===== config.mk =====
export PLATFORM = sky130hd
export DESIGN_NAME = trng_bit_packer_flat
export DESIGN_NICKNAME = d
export VERILOG_FILES = /design/src/rtl/trng_pkg.sv /design/src/rtl/trng_bit_packer_if.sv /design/src/rtl/trng_rep_count_test.sv /design/src/rtl/trng_bit_packer.sv /design/src/flat_wrapper.sv
export SDC_FILE = /design/constraint.sdc
export NUM_CORES = 1
export LEC_CHECK = 0
export ABC_CLOCK_PERIOD_IN_PS = 4820
export CAP_MARGIN = 20
export CORE_ASPECT_RATIO = 1.4
export CORE_MARGIN = 1
export CORE_UTILIZATION = 30
export DETAILED_ROUTE_END_ITERATION = 12
export GPL_TIMING_DRIVEN = 1
export PLACE_DENSITY_LB_ADDON = 0.3
export SKIP_LAST_GASP = 1
export SYNTH_ARGS = -nofsm -noshare
export SYNTH_HDL_FRONTEND = slang
export SYNTH_SLANG_ARGS = --single-unit

===== constraint.sdc =====
create_clock -name clk -period 4.82 [get_ports clk]
set_clock_uncertainty 0.05 [all_clocks]
set_input_delay 1.205 -clock clk [delete_from_list [all_inputs] [get_ports clk]]
set_output_delay 1.205 -clock clk [all_outputs]
set_load 0.03 [all_outputs]

===== src/rtl/trng_pkg.sv =====
// Shared definitions for the TRNG post-processing blocks: default sizes and
// the bit-packer state encoding.
package trng_pkg;

  localparam int WORD_W_DEF    = 32;
  localparam int REP_LIMIT_DEF = 16;
  localparam int OVR_W_DEF     = 16;

  typedef enum logic [1:0] {
    ST_FILL,
    ST_PENDING,
    ST_FAIL
  } pack_state_e;

endpackage


===== src/rtl/trng_bit_packer_if.sv =====
// Word handshake between the bit packer and the chaos-map seeding logic.
interface trng_bit_packer_if import trng_pkg::*; #(
  parameter int WORD_W = WORD_W_DEF
) ();

  logic              word_valid;
  logic              word_ready;
  logic [WORD_W-1:0] word_data;

  modport master (output word_valid, output word_data, input word_ready);
  modport slave  (input word_valid, input word_data, output word_ready);

endinterface


===== src/rtl/trng_rep_count_test.sv =====
// Continuous repetition-count health test; fail is a same-cycle pulse raised
// while the bit that completes a run of REP_LIMIT identical bits is offered.
module trng_rep_count_test import trng_pkg::*; #(
  parameter int REP_LIMIT = REP_LIMIT_DEF
) (
  input  logic clk,
  input  logic reset_n,
  input  logic bit_valid,
  input  logic bit_in,
  input  logic clr,
  output logic fail
);

  localparam int RUN_W = $clog2(REP_LIMIT + 1);

  logic [RUN_W-1:0] run_len;
  logic [RUN_W-1:0] run_len_nxt;
  logic             last_bit;

  // run_len == 0 means no reference bit yet (after reset or clear).
  always_comb begin
    // NOTE: default assignment first so no path leaves run_len_nxt unassigned (no latch).
    run_len_nxt = RUN_W'(1);
    if (run_len != '0 && bit_in == last_bit)
      run_len_nxt = (run_len == RUN_W'(REP_LIMIT)) ? run_len : run_len + RUN_W'(1);
  end

  assign fail = bit_valid && !clr && (run_len_nxt == RUN_W'(REP_LIMIT));

  // NOTE: sequential state uses non-blocking assignments so every register samples pre-edge values.
  always_ff @(posedge clk or negedge reset_n) begin
    if (!reset_n) begin
      run_len  <= '0;
      last_bit <= 1'b0;
    end else if (clr) begin
      run_len  <= '0;
    end else if (bit_valid) begin
      run_len  <= run_len_nxt;
      last_bit <= bit_in;
    end
  end

endmodule


===== src/rtl/trng_bit_packer.sv =====
// Packs debiased corrector bits MSB-first into words behind a one-deep output
// slot, counting overruns and blocking output while the health test fails.
module trng_bit_packer import trng_pkg::*; #(
  parameter int WORD_W    = WORD_W_DEF,
  parameter int REP_LIMIT = REP_LIMIT_DEF,
  parameter int OVR_W     = OVR_W_DEF
) (
  input  logic                 clk,
  input  logic                 reset_n,
  input  logic                 bit_valid,
  input  logic                 bit_in,
  trng_bit_packer_if.master    word_if,
  output logic                 health_fail,
  input  logic                 health_clr,
  output logic [OVR_W-1:0]     overrun_cnt
);

  localparam int CNT_W = $clog2(WORD_W + 1);

  pack_state_e       state;
  logic [WORD_W-1:0] acc;
  logic [WORD_W-1:0] acc_shift;
  logic [CNT_W-1:0]  cnt;
  logic              rep_fail;
  logic              slot_free;
  logic              word_done;

  trng_rep_count_test #(.REP_LIMIT(REP_LIMIT)) u_rep_test (
    .clk       (clk),
    .reset_n   (reset_n),
    .bit_valid (bit_valid),
    .bit_in    (bit_in),
    .clr       (health_clr),
    .fail      (rep_fail)
  );

  assign slot_free = !word_if.word_valid || word_if.word_ready;
  assign acc_shift = {acc[WORD_W-2:0], bit_in};
  assign word_done = (cnt == CNT_W'(WORD_W - 1));

  always_ff @(posedge clk or negedge reset_n) begin
    if (!reset_n) begin
      state              <= ST_FILL;
      acc                <= '0;
      cnt                <= '0;
      word_if.word_valid <= 1'b0;
      word_if.word_data  <= '0;
      health_fail        <= 1'b0;
      overrun_cnt        <= '0;
    end else begin
      // A handshake empties the slot unless a new word is loaded below.
      if (word_if.word_valid && word_if.word_ready)
        word_if.word_valid <= 1'b0;

      if (health_clr) begin
        state       <= ST_FILL;
        health_fail <= 1'b0;
        acc         <= '0;
        cnt         <= '0;
      end else if (rep_fail || state == ST_FAIL) begin
        state       <= ST_FAIL;
        health_fail <= 1'b1;
        acc         <= '0;
        cnt         <= '0;
      end else begin
        unique case (state)
          ST_FILL: begin
            if (bit_valid) begin
              acc <= acc_shift;
              if (!word_done) begin
                cnt <= cnt + CNT_W'(1);
              end else if (slot_free) begin
                word_if.word_data  <= acc_shift;
                word_if.word_valid <= 1'b1;
                cnt                <= '0;
              end else begin
                cnt   <= CNT_W'(WORD_W);
                state <= ST_PENDING;
              end
            end
          end
          ST_PENDING: begin
            // Even the bit offered in the transfer cycle has nowhere to go.
            if (bit_valid && overrun_cnt != '1)
              overrun_cnt <= overrun_cnt + OVR_W'(1);
            if (slot_free) begin
              word_if.word_data  <= acc;
              word_if.word_valid <= 1'b1;
              cnt                <= '0;
              state              <= ST_FILL;
            end
          end
          default: ;
        endcase
      end
    end
  end

endmodule


===== src/flat_wrapper.sv =====
// flat-port wrapper written by rule: the top's interface ports become plain ports
module trng_bit_packer_flat import trng_pkg::*;
#(
  parameter int WORD_W    = WORD_W_DEF,
  parameter int REP_LIMIT = REP_LIMIT_DEF,
  parameter int OVR_W     = OVR_W_DEF
)
  (clk, reset_n, bit_valid, bit_in, health_fail, health_clr, overrun_cnt, word_if_word_valid, word_if_word_data, word_if_word_ready);
  trng_bit_packer_if #(.WORD_W(WORD_W)) word_if_i ();
  input  logic clk;
  input  logic reset_n;
  input  logic bit_valid;
  input  logic bit_in;
  output logic health_fail;
  input  logic health_clr;
  output logic [OVR_W-1:0] overrun_cnt;
  output wire logic [$bits(word_if_i.word_valid)-1:0] word_if_word_valid;
  output wire logic [$bits(word_if_i.word_data)-1:0] word_if_word_data;
  input wire logic [$bits(word_if_i.word_ready)-1:0] word_if_word_ready;
  assign word_if_word_valid = word_if_i.word_valid;
  assign word_if_word_data = word_if_i.word_data;
  assign word_if_i.word_ready = word_if_word_ready;
  trng_bit_packer #(.WORD_W(WORD_W), .REP_LIMIT(REP_LIMIT), .OVR_W(OVR_W)) u_core (.clk(clk), .reset_n(reset_n), .bit_valid(bit_valid), .bit_in(bit_in), .word_if(word_if_i), .health_fail(health_fail), .health_clr(health_clr), .overrun_cnt(overrun_cnt));
endmodule

Word level (Yosys, flattened, before mapping)

Cells that the tools add are included.

Flip-flop bits (word level): 96
Input port bits: 6
Memory bits (read-only): 0
RAM bits: 0
Bits in latches: 0
Memories kept: 0
Logic and storage cells: 88
Output and inout bits: 50

Reductions and logical operators: 23
Multiply operators: 0
Shift-type cells: 0
Bitwise operators: 2
Add/subtract/negate cells: 3
Equal/unequal tests: 15
$lt $le $gt $ge: 0
Div/mod/pow operators: 0
Muxes and demuxes: 36

Operators with widths:

| operator                                             | count |
|---|---|
| two-way mux 32 bit                                   | 8 |
| one-hot mux 32 bit (2 select lines)                  | 1 |
| two-way mux 6 bit                                    | 6 |
| two-way mux 5 bit                                    | 4 |
| adder 16 x 1 -> 16 bit (second input constant)       | 1 |
| != test 16 bit (second input constant)               | 1 |
| two-way mux 2 bit                                    | 6 |
| one-hot mux 6 bit (2 select lines)                   | 1 |
| equality test 5 bit (second input constant)          | 2 |
| two-way mux 1 bit                                    | 8 |
| != test 4 x 2 -> 1 bit (second input constant)       | 2 |
| AND reduction 7 bit                                  | 1 |
| adder 6 x 1 -> 6 bit (second input constant)         | 1 |
| equality test 6 x 5 -> 1 bit (second input constant) | 1 |
| != test 2 x 1 -> 1 bit (second input constant)       | 3 |
| nonzero test 2 bit                                   | 3 |
| nonzero test 3 bit                                   | 2 |
| adder 5 x 1 -> 5 bit (second input constant)         | 1 |
| logical AND 1 bit                                    | 5 |
| AND reduction 5 bit                                  | 1 |
| nonzero test 5 bit                                   | 1 |
| != test 4 x 3 -> 1 bit (second input constant)       | 1 |
| != test 4 bit (second input constant)                | 1 |
| one-hot mux 2 bit (2 select lines)                   | 1 |
| 13 further kinds                                     | 17 |

Depth between registers and ports, before layout

Depth in word-level cells: 8
Depth in mapped cells: 11
Mapped depth without buffers: 8

By module

From an unflattened synthesis, not the netlist that was laid out.

Cell total of the unflattened synthesis: 427
Area total of the unflattened synthesis: 4693.3 sq um

Modules (own cells, without submodules):

| module              | seq. area each (sq um) | cells an instance | times used | area each (sq um) |
|---|---|---|---|---|
| trng_bit_packer     | 2252.2                 | 385               | 1          | 4286.6 |
| trng_rep_count_test | 150.1                  | 42                | 1          | 406.6 |

Worst setup path before layout

Ideal clock, no wire load.

Path kind: in2reg
Start: in health_clr
End: reg u_core.word_if.word_data[12]
Buffers on the path: 2
Arrival: 2709 ps
Path slack: 1936 ps
Cell stages on the path: 8
Data required time: 4645 ps
Library setup time: 125 ps
Cells stage by stage: nand2b_1 > a211o_1 > nor3_2 > and2_1 > buf_4 > nor4_4 > buf_6 > mux2_2

Cells in the longest elaborated chain, start to end: 6

RTL lines:

| what                                     | line                      | source |
|---|---|---|
| start, declared                          | flat_wrapper.sv:15        | `input logic health_clr;` |
| logical NOT 1 bit                        | trng_rep_count_test.sv:28 | `assign fail = bit_valid && !clr && (run_len_nxt == RUN_W'(REP_LIMIT));` |
| logical AND 1 bit (2 in series)          | trng_rep_count_test.sv:28 |  |
| logical OR 1 bit                         | trng_bit_packer.sv:60     | `end else if (rep_fail \|\| state == ST_FAIL) begin` |
| inverter 1 bit (no source line)          | -                         |  |
| AND reduction 7 bit (no source line) (*) | -                         |  |
| end signal, assigned                     | trng_bit_packer.sv:73     | `word_if.word_data <= acc_shift;` |
| end, declared                            | trng_bit_packer_if.sv:10  | `modport master (output word_valid, output word_data, input word_ready);` |

Every way passes the cells marked *; elsewhere a longest branch is shown, timed or not.
A chain may end at the register's enable or synchronous reset.

Worst setup path after layout

Start: in health_clr
End: reg u_core.word_if.word_data[15]

Same word-level chain as after synthesis.

==> metrics.cfg <==
[floorplanning]
fp.dieH_um=149.8
core_mm2=0.01512
num_io_pins=56
initial_core_util_pct=30.94
die_x_um=107.5
rows=53
dieArea_mm2=0.01610

[placement]
port_buffers=55
hpwl_um=6873
gp_congestion=0.8517

[final_layout]
mostFrequentLayoutCell=nand2_1
final_cell_mix=nand2_1 (177), dfrtp_1 (96), clkdlybuf4s50_1 (54), a21oi_1 (42), mux2_2 (32)
finalNetCount=571
drive_above_1_share_pct=10.82
syn_to_final_growth_pct=22.57
antenna_cells=0
fill_cells=1535

[routing]
vias=3676
ant_nets=0
avgViaCountPerCell=4.862
drc_errors=0
wl_um=10410
drt-initial-drc-count=230
dr.pass1.iters=4
wl_per_cell_um=13.77

[job]
drv_cap=0

[sta]
timing.fmax_mhz=276.3
worst-slew-pin-transition_ns=0.6582
setup_viol=0
fin_setup_tns_ns=0
slew_headroom_pct=55.72
hold_viol=0
rsz0062_at_grt=false
finalCritPeriodShare_pct=75.09
hold_ws_ns=0.4430
slew_violations=0
fin_crit_ns=3.619

[critical_path]
cp_max_fo=32
critPathTopFamily=buffers and inverters
cp_slowest_cell=clkdlybuf4s50_1
endpoint_kind=flip-flop
cp_cell_sequence=clkdlybuf4s50_1 -> nand2b_1 -> a211o_1 -> nor3_2 -> and2_1 -> nor4_4 -> buf_4 -> mux2_1
path_buf_inv=2
critPathKind=input pin to flip-flop
required_ns=4.99
cpPeakStageDelay_ns=0.68
start_kind=input pin
cp.arrival_ns=3.79

[synthesis]
yosys-top-cells-area=dfrtp_1 (51%), nand2_1 (14%), mux2_2 (7.7%)
synth_cells=513
async_flop_share_pct=100.0
avgSynthCellArea_um2=9.119
synth_fp_nets=523
yosysSeqAreaShare_pct=51.35
yosys_warnings=0
synth.top_cell.area_share_pct=51.35
yosys.area.top_type=dfrtp_1
yosys_most_used_dff=dfrtp_1
syn_area_mm2=0.004678
synth_edf_count=0
ys_ff_latch=96
synth_cell_types=42

[clock_network]
cts_htree_levels=3
clkSinkCount=96
clkLatencyLatePin_ns=0.34
clk_pin_slew_worst_paths_ns=0.06
cts_made_buffers=9
tritoncts=yes
ctsHoldBuffers=0
cts_setup_buffers=0
ctsResizeCount=0
clockRootBuffer=clkbuf_16
clk_path_buf_depth=2

[global_route]
grt_max_degree=78
busiest_layer=met2
antenna_found_initial=0
use_met3_pct=2.962
grt_use_met1_pct=17.06
grt_pass1_vias=3773
grt_util_all_layers_pct=13.93
met2_usage_pct=23.69
grt_overflow_total=0
grt_pass1_wl_um=17910

[outcome]
run_status=finished, final reports clean

[pwr]
p_leak_nw=2.604
irDropWorstVdd_mv=0.1511
power_density_mw_per_mm2=278.2

[hold_path]
hold_path.class=flip-flop to flip-flop

==> sequential cells by signal, summed over array words and instances (netlist names) <==
name / count
u_core.acc: 32
u_core.word_if.word_data: 32
u_core.overrun_cnt: 16
u_core.cnt: 6
u_core.u_rep_test.run_len: 5
u_core.state: 2
u_core.health_fail: 1
u_core.u_rep_test.last_bit: 1
u_core.word_if.word_valid: 1
==> layout make-up <==
type                       instances  area, um2  share of cell area (%)
clock inverter                     3      43.79                  0.7637
tap                              192      240.2                   4.189
clock buffer                      11      242.7                   4.233
inverter                           5      18.77                  0.3273
sequential                        96       2402                   41.89
timing repair buffer              64      655.6                   11.43
multi-input combinational        385       2131                   37.16
==> final timing paths <==
| check | slack [ns] | start | end | cells past startpoint |
|---|---|---|---|---|
| setup reg to reg | 1.97 | u_core.u_rep_test.run_len[0] | u_core.word_if.word_data[9] | 9 |
| max in group asynchronous | 3.15 | reset_n | u_core.acc[20] | 3 |
| setup / recovery | 1.20 | health_clr | u_core.word_if.word_data[15] | 8 |
| hold / removal | 0.44 | u_core.word_if.word_data[14] | u_core.word_if.word_data[14] | 1 |
| hold reg to reg | 0.44 | u_core.word_if.word_data[14] | u_core.word_if.word_data[14] | 1 |
| min in group asynchronous | 0.68 | reset_n | u_core.acc[4] | 1 |
==> cell usage after synthesis, drive strengths merged, types with 2 or more instances <==
master    n
dfrtp    96
a31oi     5
nor3     18
and3      4
xnor2     8
a211o     2
nor4      5
ha        4
nand4     6
clkbuf   18
a22o      2
xor2      8
mux2     35
nand2   177
o21a      3
buf       9
a21oi    42
nor2     16
inv       5
nor2b     6
o21ai     7
or3       6
nand2b    6
nand3    13
==> per-stage QoR <==
stage	cell area (um2)	std cells	utilization, %	worst slack, ns	total power, mW
floorplan	4678	513	-	1.936	0.8728
global placement	5393	740	35.67	0.9176	0.9052
detailed placement	5393	740	35.67	0.8256	0.9070
CTS	5679	754	37.56	1.184	1.613
global route	5734	756	37.93	0.9784	1.659
finish	5734	756	37.93	1.201	1.595
==> logic make-up (layout without fill, tap and decap cells) <==
| kind of cell | Yosys count | in the layout | share of synthesized area (%) |
|---|---|---|---|
| adder cells (fa/ha/maj) | 4 | 4 | 1.070 |
| buffers and inverters | 32 | 83 | 3.263 |
| AND/OR/NAND/NOR | 264 | 264 | 24.85 |
| AO/OA/AOI/OAI | 66 | 66 | 8.051 |
| flip-flops | 96 | 96 | 51.35 |
| multiplexers | 35 | 35 | 8.425 |
| XOR/XNOR | 16 | 16 | 2.996 |
==> routing by layer <==
metal | vias to the layer above | wire, um
met5 | - | 0
met4 | 0 | 163
met3 | 14 | 457
met2 | 81 | 5217
met1 | 1770 | 4571
li1 | 1811 | -
==> power by group <==
group	switching [mW]	internal [mW]
Combinational	0.0499	0.0242
Clock	0.289	0.411
Sequential	0.00846	0.813
(Power assumes the default switching activity.)
